<file path="src/rtl/mips_pkg.sv">
// Shared definitions for the multi-cycle MIPS control path.
//   - Opcode constants for IR[31:26]
//   - aluInstruct codes consumed by the ALU control decoder
//   - Main control FSM state encoding (4-bit, FETCH = 0)
package mips_pkg;

    localparam logic [5:0] OP_RTYPE = 6'b000000;
    localparam logic [5:0] OP_LW    = 6'b100011;
    localparam logic [5:0] OP_SW    = 6'b101011;
    localparam logic [5:0] OP_BEQ   = 6'b000100;
    localparam logic [5:0] OP_ADDI  = 6'b001000;
    localparam logic [5:0] OP_J     = 6'b000010;

    localparam logic [1:0] ALU_ADD   = 2'b00;
    localparam logic [1:0] ALU_SUB   = 2'b01;
    localparam logic [1:0] ALU_FUNCT = 2'b10;

    typedef enum logic [3:0] {
        S_FETCH  = 4'd0,
        S_DECODE = 4'd1,
        S_MEMADR = 4'd2,
        S_MEMRD  = 4'd3,
        S_MEMWB  = 4'd4,
        S_MEMWR  = 4'd5,
        S_EXEC   = 4'd6,
        S_ALUWB  = 4'd7,
        S_BRANCH = 4'd8,
        S_ADDIEX = 4'd9,
        S_ADDIWB = 4'd10,
        S_JUMP   = 4'd11
    } state_t;

endpackage

</file>
<file path="src/rtl/multi_cycle_control.sv">
// Main control FSM of the multi-cycle MIPS datapath.
// Sequences fetch / decode / execute / memory / write-back and drives the
// datapath mux selects, write enables and the 2-bit aluInstruct code.
// Ports:
//   clk, rst_n            clock, asynchronous active-low reset
//   opcode                IR[31:26], valid from DECODE onward
//   zero                  ALU zero flag (used in BRANCH)
//   memReady              memory access completes in a cycle with memReady=1
//   pcWrite .. pcSource   datapath controls (Moore, except FETCH/BRANCH pcWrite
//                         and FETCH irWrite)
//   illegalOp             registered one-cycle pulse after an unsupported opcode
//   instrCount            retired-instruction counter, wraps
module multi_cycle_control
    import mips_pkg::*;
#(
    parameter int unsigned COUNT_W = 32
) (
    input  logic               clk,
    input  logic               rst_n,
    input  logic [5:0]         opcode,
    input  logic               zero,
    input  logic               memReady,
    output logic               pcWrite,
    output logic               iorD,
    output logic               memRead,
    output logic               memWrite,
    output logic               irWrite,
    output logic               regDst,
    output logic               memToReg,
    output logic               regWrite,
    output logic               aluSrcA,
    output logic [1:0]         aluSrcB,
    output logic [1:0]         aluInstruct,
    output logic [1:0]         pcSource,
    output logic               illegalOp,
    output logic [COUNT_W-1:0] instrCount
);

    state_t state, next_state;
    logic   illegal_dec;
    logic   retire;

    always_ff @(posedge clk or negedge rst_n) begin
        if (!rst_n) state <= S_FETCH;
        else        state <= next_state;
    end

    always_comb begin
        next_state  = state;
        illegal_dec = 1'b0;
        unique case (state)
            S_FETCH:  if (memReady) next_state = S_DECODE;
            S_DECODE: begin
                unique case (opcode)
                    OP_RTYPE:     next_state = S_EXEC;
                    OP_LW, OP_SW: next_state = S_MEMADR;
                    OP_BEQ:       next_state = S_BRANCH;
                    OP_ADDI:      next_state = S_ADDIEX;
                    OP_J:         next_state = S_JUMP;
                    default: begin
                        next_state  = S_FETCH;
                        illegal_dec = 1'b1;
                    end
                endcase
            end
            S_MEMADR: next_state = (opcode == OP_LW) ? S_MEMRD : S_MEMWR;
            S_MEMRD:  if (memReady) next_state = S_MEMWB;
            S_MEMWB:  next_state = S_FETCH;
            S_MEMWR:  if (memReady) next_state = S_FETCH;
            S_EXEC:   next_state = S_ALUWB;
            S_ALUWB:  next_state = S_FETCH;
            S_BRANCH: next_state = S_FETCH;
            S_ADDIEX: next_state = S_ADDIWB;
            S_ADDIWB: next_state = S_FETCH;
            S_JUMP:   next_state = S_FETCH;
            default:  next_state = S_FETCH;
        endcase
    end

    always_comb begin
        pcWrite     = 1'b0;
        iorD        = 1'b0;
        memRead     = 1'b0;
        memWrite    = 1'b0;
        irWrite     = 1'b0;
        regDst      = 1'b0;
        memToReg    = 1'b0;
        regWrite    = 1'b0;
        aluSrcA     = 1'b0;
        aluSrcB     = 2'b00;
        aluInstruct = ALU_ADD;
        pcSource    = 2'b00;
        unique case (state)
            S_FETCH: begin
                memRead = 1'b1;
                aluSrcB = 2'b01;
                irWrite = memReady;
                pcWrite = memReady;
            end
            S_DECODE: aluSrcB = 2'b11;
            S_MEMADR: begin
                aluSrcA = 1'b1;
                aluSrcB = 2'b10;
            end
            S_MEMRD: begin
                memRead = 1'b1;
                iorD    = 1'b1;
            end
            S_MEMWB: begin
                memToReg = 1'b1;
                regWrite = 1'b1;
            end
            S_MEMWR: begin
                memWrite = 1'b1;
                iorD     = 1'b1;
            end
            S_EXEC: begin
                aluSrcA     = 1'b1;
                aluInstruct = ALU_FUNCT;
            end
            S_ALUWB: begin
                regDst   = 1'b1;
                regWrite = 1'b1;
            end
            S_BRANCH: begin
                aluSrcA     = 1'b1;
                aluInstruct = ALU_SUB;
                pcSource    = 2'b01;
                pcWrite     = zero;
            end
            S_ADDIEX: begin
                aluSrcA = 1'b1;
                aluSrcB = 2'b10;
            end
            S_ADDIWB: regWrite = 1'b1;
            S_JUMP: begin
                pcSource = 2'b10;
                pcWrite  = 1'b1;
            end
            default: ;
        endcase
        // State sits in FETCH during reset, so enables must be masked here
        // to keep the asynchronous reset free of partial writes/requests.
        if (!rst_n) begin
            pcWrite  = 1'b0;
            irWrite  = 1'b0;
            regWrite = 1'b0;
            memWrite = 1'b0;
            memRead  = 1'b0;
        end
    end

    always_ff @(posedge clk or negedge rst_n) begin
        if (!rst_n) illegalOp <= 1'b0;
        else        illegalOp <= illegal_dec;
    end

    // Retirement: leaving a final state of a legal instruction toward FETCH.
    assign retire = (next_state == S_FETCH) &&
                    (state inside {S_MEMWB, S_MEMWR, S_ALUWB, S_ADDIWB, S_BRANCH, S_JUMP});

    always_ff @(posedge clk or negedge rst_n) begin
        if (!rst_n)      instrCount <= '0;
        else if (retire) instrCount <= instrCount + COUNT_W'(1);
    end

endmodule

</file>
<file path="config.mk">
export PLATFORM = sky130hd
export DESIGN_NAME = multi_cycle_control
export DESIGN_NICKNAME = d
export VERILOG_FILES = /design/src/rtl/mips_pkg.sv /design/src/rtl/multi_cycle_control.sv
export SDC_FILE = /design/constraint.sdc
export NUM_CORES = 1
export LEC_CHECK = 0
export BUFFER_PORTS_ARGS = -buffer_cell sky130_fd_sc_hd__buf_2
export CAP_MARGIN = 10
export CORE_MARGIN = 8
export CORE_UTILIZATION = 40
export CTS_CLUSTER_SIZE = 12
export DETAILED_ROUTE_END_ITERATION = 6
export PLACE_DENSITY = 0.66
export SLEW_MARGIN = 20
export SYNTH_ARGS = -nofsm -noshare
export SYNTH_HDL_FRONTEND = slang
export SYNTH_SLANG_ARGS = --single-unit
</file>
<file path="constraint.sdc">
create_clock -name clk -period 1.5 [get_ports clk]
set_input_delay 0.3 -clock clk [delete_from_list [all_inputs] [get_ports clk]]
set_output_delay 0.3 -clock clk [all_outputs]
set_load 0.005 [all_outputs]
</file>
### Word-level counts from Yosys, hierarchy flattened

Cells that the tools add are included.

* register bits: 37
* input port bits: 10
* output and inout bits: 48
* word-level logic and storage cells: 57

* add/sub/neg operators: 1
* eq/ne operators: 16
* multiplexer cells: 25
* reductions and logical operators: 12

Operator list (count)
* $add 32x1->32 const B: 1
* $pmux 4 s7: 1
* $pmux 4 s5: 1
* $eq 4x3->1 const B: 4
* $eq 4x4->1 const B: 4
* $mux 1: 15
* $eq 6x6->1 const B: 2
* $mux 4: 3
* $eq 4x2->1 const B: 2
* $logic_not 4->1: 2
* $pmux 2 s2: 2
* $reduce_or 2->1: 4
* $eq 6x2->1 const B: 1
* $eq 6x3->1 const B: 1
* $eq 6x4->1 const B: 1
* $logic_not 6->1: 1
* $pmux 2 s3: 1
* $reduce_bool 6->1: 1
* $reduce_or 6->1: 1
* $eq 4x1->1 const B: 1
* $reduce_or 4->1: 1
* $mux 3: 1
* $pmux 1 s3: 1
* $reduce_or 3->1: 1
* $logic_and 1x1->1: 1

### Depth between registers and ports, before layout

Gate-level depths: netlist of the first run.

* depth in word-level cells: 6
* gate-level depth with buffers: 7
* depth with buffers taken out: 5

### Least setup slack after synthesis of the first run

No wires, ideal clock.

* path type: register to register
* from: register instrCount[3]
* to: register instrCount[25]
* library setup time: 126 ps
* arrival: 1484 ps
* setup slack: -110 ps
* stages on the path, launching flop included: 7
* clock period less this slack: 1610 ps
* cell sequence: dfrtp_1 > nand4_2 > nor4_4 > and3_2 > buf_4 > nand4_1 > xnor2_1

* word-level cells in the longest chain between the ends: 1

Ends and longest elaborated chain
* from (decl): line multi_cycle_control.sv:36 `output logic [COUNT_W-1:0] instrCount`
* from (signal assigned): line multi_cycle_control.sv:164 `else if (retire) instrCount <= instrCount + COUNT_W'(1);`
* $add 32x1->32: line multi_cycle_control.sv:164

Every way passes these cells.
A chain may end at the register's enable or synchronous reset.

### Final worst setup path of the first run

* from: register state[3]
* to: output port regWrite

* word-level cells in the longest chain between the ends: 4
* elaborated cells on any way between the ends: 6
* those cells by class: eq/ne: 3; mux: 2; reduce/logical: 1

Ends and longest elaborated chain
* from (decl): line multi_cycle_control.sv:39 `state_t state, next_state;`
* from (signal assigned): line multi_cycle_control.sv:45 `else state <= next_state;`
* $eq 4x3->1 or $eq 4x4->1 (tied branches): line multi_cycle_control.sv:93 `unique case (state)`
* $reduce_or 3->1 (no source line) (*)
* $mux 1 (*): line multi_cycle_control.sv:93
* $mux 1 (*): line multi_cycle_control.sv:144 `if (!rst_n) begin`
* to (decl): line multi_cycle_control.sv:30 `output logic regWrite,`

Every way passes the cells marked *; elsewhere a longest branch is shown, timed or not.

==> key figures, run 1 <==
Power
  • Clock power frac: 0.224
  • Internal Power: 2.04 mW
  • Power per cell area: 868 nW/um^2
  • Switching pwr: 949 uW
  • Reg power frac: 0.392
  • Leak: 1.74 nW
  • Worst IR Drop VDD: 0.669 mV
  • Comb power frac: 0.384
  • Net Sw Frac: 0.318

Final layout
  • Ant diodes: 0
  • Layout area overhead: 66.3%
  • Final Cell Area: 3440 um^2
  • Layout Cells excl Fill: 412
  • Fin nets: 352
  • Layout cell share with drive strength beyond 1: 0.585

STA
  • RSZ-0062 raised after global routing: true
  • Worst Tran Pin Value: 0.406 ns
  • Slew Limit Fails: 0
  • Hold Fails Final Rpt: 0
  • Relative slew margins: 0.729
  • Worst-case clock skew: 0.00427 ns
  • Achievable Freq: 0.556 GHz
  • Crit path time final: 1.80 ns
  • Worst setup margin: -0.299 ns
  • Period utilization: 1.20
  • # setup viols final: 48

Drt
  • First DRT Iteration DRCs: 55
  • Drt total wl: 6140 um
  • Antenna Violating Nets Remaining: 0
  • DR pass1 iterations: 4
  • WL per Instance: 14.9 um
  • Drt drc: 0
  • Average vias per placed instance: 5.04
  • DR vias: 2078

Worst setup path
  • CP max FO: 6
  • CP endpoint kind: output pin
  • Reg2Reg Depth: 6
  • Startpoint types: flip-flop
  • Critical path origin: state[3]
  • Req. time, crit path: 1.20 ns
  • R2r startpoint: state[3]
  • Critical path class: flip-flop to output pin
  • Critical Path Sink: regWrite
  • Reg2Reg Capture Point: instrCount[25]
  • R2R Setup Slk: -0.22 ns
  • CP arrival: 1.50 ns

Worst hold path
  • Hold crit path type: input port to asynchronous set/reset pin

Place
  • Gpl congestion: 0.820
  • Pre-CTS setup slack: -0.118 ns
  • Cell count after placement: 379
  • Hpwl dp: 4110 um
  • I/O Buffers: 57
  • Area after DPL: 2800 um^2

Synthesis
  • Synth Flop Type: dfrtp_1
  • YS warnings: 0
  • EDFF count, synth: 0
  • Register area share after synthesis: 0.447
  • Ys async rst share: 1.00
  • Synth unique cells: 42
  • Synthesized Nets: 223
  • Mean Syn Cell Area: 9.76 um^2
  • Synthesized cell area: 2070 um^2
  • Gate Count Post-Synth: 212
  • Synthesized flop and latch total: 37

Clock network
  • H-tree lvl count: 2
  • Reg clk slew, reported paths: 0.07 ns
  • Clk buf depth: 2
  • Clock Sink Count: 37
  • Worst-Skew Late Latency: 0.29 ns
  • CTS tree: built
  • CTS root buffer: clkbuf_8
  • Cts bufs inserted: 5

Run status
  • Failing checks: negative setup slack
  • Outcome: finished with violations

GRT
  • Initial antenna violation count: 0
  • Aggregate global-route resource usage: 0.160
  • First-pass GRT wire length: 9880 um
  • Grt total ovfl: 0
  • Number of global-route vias before repair: 2172
  • Largest net degree at the start of global routing: 33

Die
  • Initial core utilization: 0.410
  • FP Rows: 26
  • Core box area: 5040 um^2
  • IO Count: 58
  • Die ar.: 7730 um^2
  • Die height: 87.9 um
  • Die Wd: 87.9 um

Run
  • Max cap viols: 0
[per-layer routing]
metal	routed length, um	global-route usage	up-vias
met3	320	0.0356	11
met2	3050	0.278	69
met4	99	0.0625	0
met1	2680	0.186	989
li1	-	-	1009
met5	0	0	-
[power groups by stage]
stage | Clock [mW] | Sequential, mW | Combinational, mW
2_1_floorplan | 0 | 1.18 | 0.362
3_3_place_gp | 0 | 1.17 | 0.782
3_5_place_dp | 0 | 1.17 | 0.787
4_1_cts | 0.684 | 1.16 | 0.929
5_1_grt | 0.729 | 1.18 | 1.23
6_report | 0.669 | 1.17 | 1.15
[flip-flops by register name, indices dropped and copies added, names as in the netlist]
register / cells
instrCount: 32
state: 4
illegalOp: 1
[cells by family after synthesis]
group | share of synthesized area
AND/OR/NAND/NOR | 0.281
flip-flops | 0.447
XOR/XNOR | 0.144
AO/OA/AOI/OAI | 0.0792
buffers and inverters | 0.0278
multiplexers | 0.0151
adder cells (fa/ha/maj) | 0.00604
[worst min path at each step]
stage,endpoint,slack [ns],cells after the start
finish,instrCount[0],0.11,2
global route,instrCount[24],0.15,2
CTS,instrCount[11],0.10,2
detailed placement,state[3],0.26,2
global placement,state[3],0.26,2
floorplan,illegalOp,0.004,0
[what timing repair did]
action,CTS,global route
hold buffers,1,0
endpoints found under the hold margin,5,0
pin swaps,20,14
cloned,0,0
setup buffers,9,15
resized for setup,40,53
setup endpoints to repair,41,50
[worst max-delay path, cell delays in order, from the launching register on]
cell	delay, ns
dfrtp_2	0.42
or2b_4	0.32
mux2i_1	0.18
a21oi_1	0.09
nor2_1	0.08
buf_2	0.11
[per-stage QoR]
stage                     utilization  power, mW  TNS (ns)  hold WS, ns
after floorplan                     -       1.55    -0.399      0.00441
after global placement          0.555       1.95    -0.696        0.263
final                           0.682       2.99     -6.63        0.111
after detailed placement        0.555       1.96     -1.50        0.263
after CTS                       0.619       2.77     -4.70        0.101
after global routing            0.682       3.14     -9.99        0.145
[synth_stat cells (2+ instances only)]
| library cell | count | share of area |
|---|---|---|
| nand2b_1 | 3 | 0.0091 |
| nor2_1 | 13 | 0.024 |
| dfrtp_1 | 37 | 0.45 |
| or2b_2 | 2 | 0.0085 |
| o211ai_1 | 2 | 0.0073 |
| nand2_1 | 21 | 0.038 |
| nor2b_1 | 3 | 0.0091 |
| nor3_1 | 15 | 0.036 |
| and4_1 | 2 | 0.0085 |
| o21a_1 | 2 | 0.0073 |
| and3_1 | 5 | 0.015 |
| nor3b_1 | 2 | 0.0073 |
| xor2_1 | 11 | 0.047 |
| buf_4 | 2 | 0.0073 |
| nor4b_1 | 2 | 0.0085 |
| a31oi_1 | 4 | 0.012 |
| o21ai_0 | 4 | 0.0097 |
| and3_2 | 3 | 0.011 |
| xnor2_1 | 23 | 0.097 |
| inv_1 | 5 | 0.0091 |
| nand4_1 | 7 | 0.021 |
| mux2i_1 | 2 | 0.0097 |
| clkbuf_1 | 4 | 0.0073 |
| nand3_1 | 11 | 0.027 |
| a21oi_1 | 9 | 0.022 |
| nor4_4 | 2 | 0.021 |
[cell type report]
type	count	area, um^2
well taps	70	87.6
repair buffers	130	950
multi-input cells	162	1370
fillers	385	1600
clock buffers	8	80.1
inverters	5	23.8
flip-flops and latches	37	931
[layout by cell type, fill, tap and decap left out, types with 5 or more instances in the layout]
cell	Yosys	routed
nand3_1	11	5
buf_4	2	46
buf_2	1	57
nand4_1	7	7
xor2_1	11	11
xnor2_1	23	21
nor3_1	15	8
and3_1	5	5
nand2_1	21	11
nor2_4	0	7
a21oi_1	9	5
nor3_2	0	7
buf_6	0	23
clkbuf_8	0	5
nand3_2	0	6
nand2_2	0	8
dfrtp_1	37	33
Note: power is estimated with default switching activity, not from simulation.
==> run 2: changes to the inputs <==
--- a/config.mk
+++ b/config.mk
@@ -12,7 +12,9 @@
 export CTS_CLUSTER_SIZE = 12
 export DETAILED_ROUTE_END_ITERATION = 6
 export PLACE_DENSITY = 0.66
+export RECOVER_POWER = 50
 export SLEW_MARGIN = 20
 export SYNTH_ARGS = -nofsm -noshare
 export SYNTH_HDL_FRONTEND = slang
 export SYNTH_SLANG_ARGS = --single-unit
+export TNS_END_PERCENT = 50
==> run 2 against run 1 <==
Effect of this change: the run still ends with negative setup slack left; sequential cell count unchanged; power is 2.9% lower; register-to-register slack better by 0.08 ns; critical path depth up 1; sequential share of layout area rose by 1.7 points; final area shrank 6.0%; critical endpoint is now pcWrite; largest cell class unchanged; highest routed layer unchanged.
==> key figures, run 2 (synthesized netlist as in run 1, its figures left out) <==
Drt
  • DR vias: 1997 (was 2078)
  • Drt total wl: 5930 um (was 6140 um)
  • Average vias per placed instance: 5.03 (was 5.04)
  • Drt drc: 0 (unchanged)
  • First DRT Iteration DRCs: 64 (was 55)
  • DR pass1 iterations: 4 (unchanged)
  • Antenna Violating Nets Remaining: 0 (unchanged)
  • WL per Instance: 14.9 um (about the same)

Die
  • Initial core utilization: 0.410 (unchanged)
  • Die Wd: 87.9 um (unchanged)
  • FP Rows: 26 (unchanged)
  • Die height: 87.9 um (unchanged)
  • Die ar.: 7730 um^2 (unchanged)
  • Core box area: 5040 um^2 (unchanged)
  • IO Count: 58 (unchanged)

Clock network
  • Worst-Skew Late Latency: 0.29 ns (about the same)
  • Clk buf depth: 2 (unchanged)
  • CTS root buffer: clkbuf_8 (unchanged)
  • Clock Sink Count: 37 (unchanged)
  • Reg clk slew, reported paths: 0.07 ns (about the same)
  • CTS tree: built (unchanged)
  • H-tree lvl count: 2 (unchanged)
  • Cts bufs inserted: 5 (unchanged)

Place
  • I/O Buffers: 57 (unchanged)
  • Gpl congestion: 0.848 (was 0.820)
  • Pre-CTS setup slack: -0.0665 ns (was -0.118 ns)
  • Cell count after placement: 377 (was 379)
  • Area after DPL: 2780 um^2 (was 2800 um^2)
  • Hpwl dp: 4190 um (was 4110 um)

STA
  • Period utilization: 1.17 (was 1.20)
  • # setup viols final: 41 (was 48)
  • RSZ-0062 raised after global routing: true (unchanged)
  • Worst-case clock skew: 0.00481 ns (was 0.00427 ns)
  • Hold slack: 0.260 ns (was 0.111 ns)
  • Slew Limit Fails: 0 (unchanged)
  • Relative slew margins: 0.479 (was 0.729)
  • Worst Tran Pin Value: 0.781 ns (was 0.406 ns)
  • Crit path time final: 1.75 ns (was 1.80 ns)
  • Achievable Freq: 0.571 GHz (was 0.556 GHz)
  • Worst setup margin: -0.253 ns (was -0.299 ns)
  • Hold Fails Final Rpt: 0 (unchanged)

Power
  • Reg power frac: 0.400 (was 0.392)
  • Power per cell area: 896 nW/um^2 (was 868 nW/um^2)
  • Worst IR Drop VDD: 0.515 mV (was 0.669 mV)
  • Internal Power: 1.98 mW (was 2.04 mW)
  • Leak: 1.62 nW (was 1.74 nW)
  • Net Sw Frac: 0.317 (was 0.318)
  • Switching pwr: 920 uW (was 949 uW)
  • Comb power frac: 0.351 (was 0.384)
  • Clock power frac: 0.248 (was 0.224)

GRT
  • Aggregate global-route resource usage: 0.151 (was 0.160)
  • Largest net degree at the start of global routing: 32 (was 33)
  • Number of global-route vias before repair: 1931 (was 2172)
  • Initial antenna violation count: 0 (unchanged)
  • Grt total ovfl: 0 (unchanged)
  • First-pass GRT wire length: 9190 um (was 9880 um)

Final layout
  • Max reg flops: 32 (unchanged)
  • Layout Cells excl Fill: 397 (was 412)
  • Layout cell share with drive strength beyond 1: 0.523 (was 0.585)
  • Commonest cells after routing, fill and taps aside: buf_2 (57), buf_4 (45), dfrtp_1 (33) (was buf_2 (57), buf_4 (46), dfrtp_1 (33))
  • Biggest regs: instrCount x32, state x4, illegalOp x1 (unchanged)
  • Layout filler cell count: 412 (was 385)
  • Ant diodes: 0 (unchanged)
  • Fin nets: 338 (was 352)
  • Largest reg by FF count: instrCount (unchanged)
  • Leading cell type in the layout, fill and taps excluded: buf_2 (unchanged)
  • Final Cell Area: 3230 um^2 (was 3440 um^2)
  • Layout area overhead: 56.3% (was 66.3%)

Run status
  • Failing checks: negative setup slack (unchanged)
  • Outcome: finished with violations (unchanged)

Worst setup path
  • Critical path origin: state[3] (unchanged)
  • Critical path class: flip-flop to output pin (unchanged)
  • CP arrival: 1.45 ns (was 1.50 ns)
  • Crit path buffers/inverters: 1 (unchanged)
  • Slowest stage delay, CP: 0.41 ns (was 0.42 ns)
  • Slowest cell on crit path: dfrtp_1 (was dfrtp_2)
  • R2r startpoint: state[3] (unchanged)
  • Delay-heaviest family, CP: flip-flops (unchanged)
  • Startpoint types: flip-flop (unchanged)
  • Cell mode on critical path: nor3_1
  • Crit path cell chain: and2b_2, a21oi_1, nor3_1, a31oi_1, nor3_1, buf_2 (was or2b_4, mux2i_1, a21oi_1, nor2_1, buf_2)
  • CP max FO: 6 (unchanged)
  • Req. time, crit path: 1.20 ns (about the same)
  • CP endpoint kind: output pin (unchanged)

Run
  • Max cap viols: 0 (unchanged)

Worst hold path
  • Hold crit path type: input port to asynchronous set/reset pin (unchanged)
==> run 2: final cells by class <==
cell class / instances / area (um^2) / area share
repair buffers: 116 / 769 / 0.238
flip-flops and latches: 37 / 931 / 0.288
well taps: 70 / 87.6 / 0.0271
clock inverters: 1 / 7.51 / 0.00232
multi-input cells: 162 / 1340 / 0.414
inverters: 5 / 18.8 / 0.00580
clock buffers: 6 / 82.6 / 0.0255
==> run 2: power groups by stage <==
stage	sequential [mW]	combinational [mW]	clock [mW]
CTS	1.15	0.882	0.731
global placement	1.16	0.791	0
global route	1.17	1.11	0.784
detailed placement	1.17	0.802	0
floorplan	1.18	0.359	0
finish	1.16	1.02	0.720
==> run 2: per-layer routing <==
layer | GRT usage | routed length, um | up-vias
met5 | 0 | 0 | -
met4 | 0.0438 | 65 | 0
met3 | 0.0347 | 261 | 7
met2 | 0.264 | 3100 | 41
met1 | 0.178 | 2500 | 966
li1 | - | - | 983
==> run 2: what timing repair did <==
action / 4_1_cts / 5_1_grt
pin swaps: 11 / 16
hold buffers: 1 / 0
endpoints found under the hold margin: 6 / 0
endpoints found under the setup margin: 34 / 47
buffers inserted: 8 / 4
resized for setup: 26 / 36
==> run 2: stage by stage <==
| step | total power, mW | utilization | TNS [ns] |
|---|---|---|---|
| final | 2.90 | 0.641 | -4.54 |
| after global routing | 3.06 | 0.641 | -7.89 |
| after floorplan | 1.54 | - | -0.263 |
| after global placement | 1.96 | 0.551 | -0.157 |
| after CTS | 2.76 | 0.604 | -3.49 |
| after detailed placement | 1.97 | 0.551 | -0.386 |
==> run 2: worst paths after layout <==
path | to | slack [ns] | cells after the start
worst max-delay path | pcWrite | -0.25 | 6
worst min-delay path | instrCount[5] | 0.26 | 2
worst max register to register | instrCount[26] | -0.14 | 6
worst min register to register | instrCount[31] | 0.48 | 1
max in group asynchronous | state[0] | 0.63 | 3
min in group clk | state[0] | 0.33 | 3
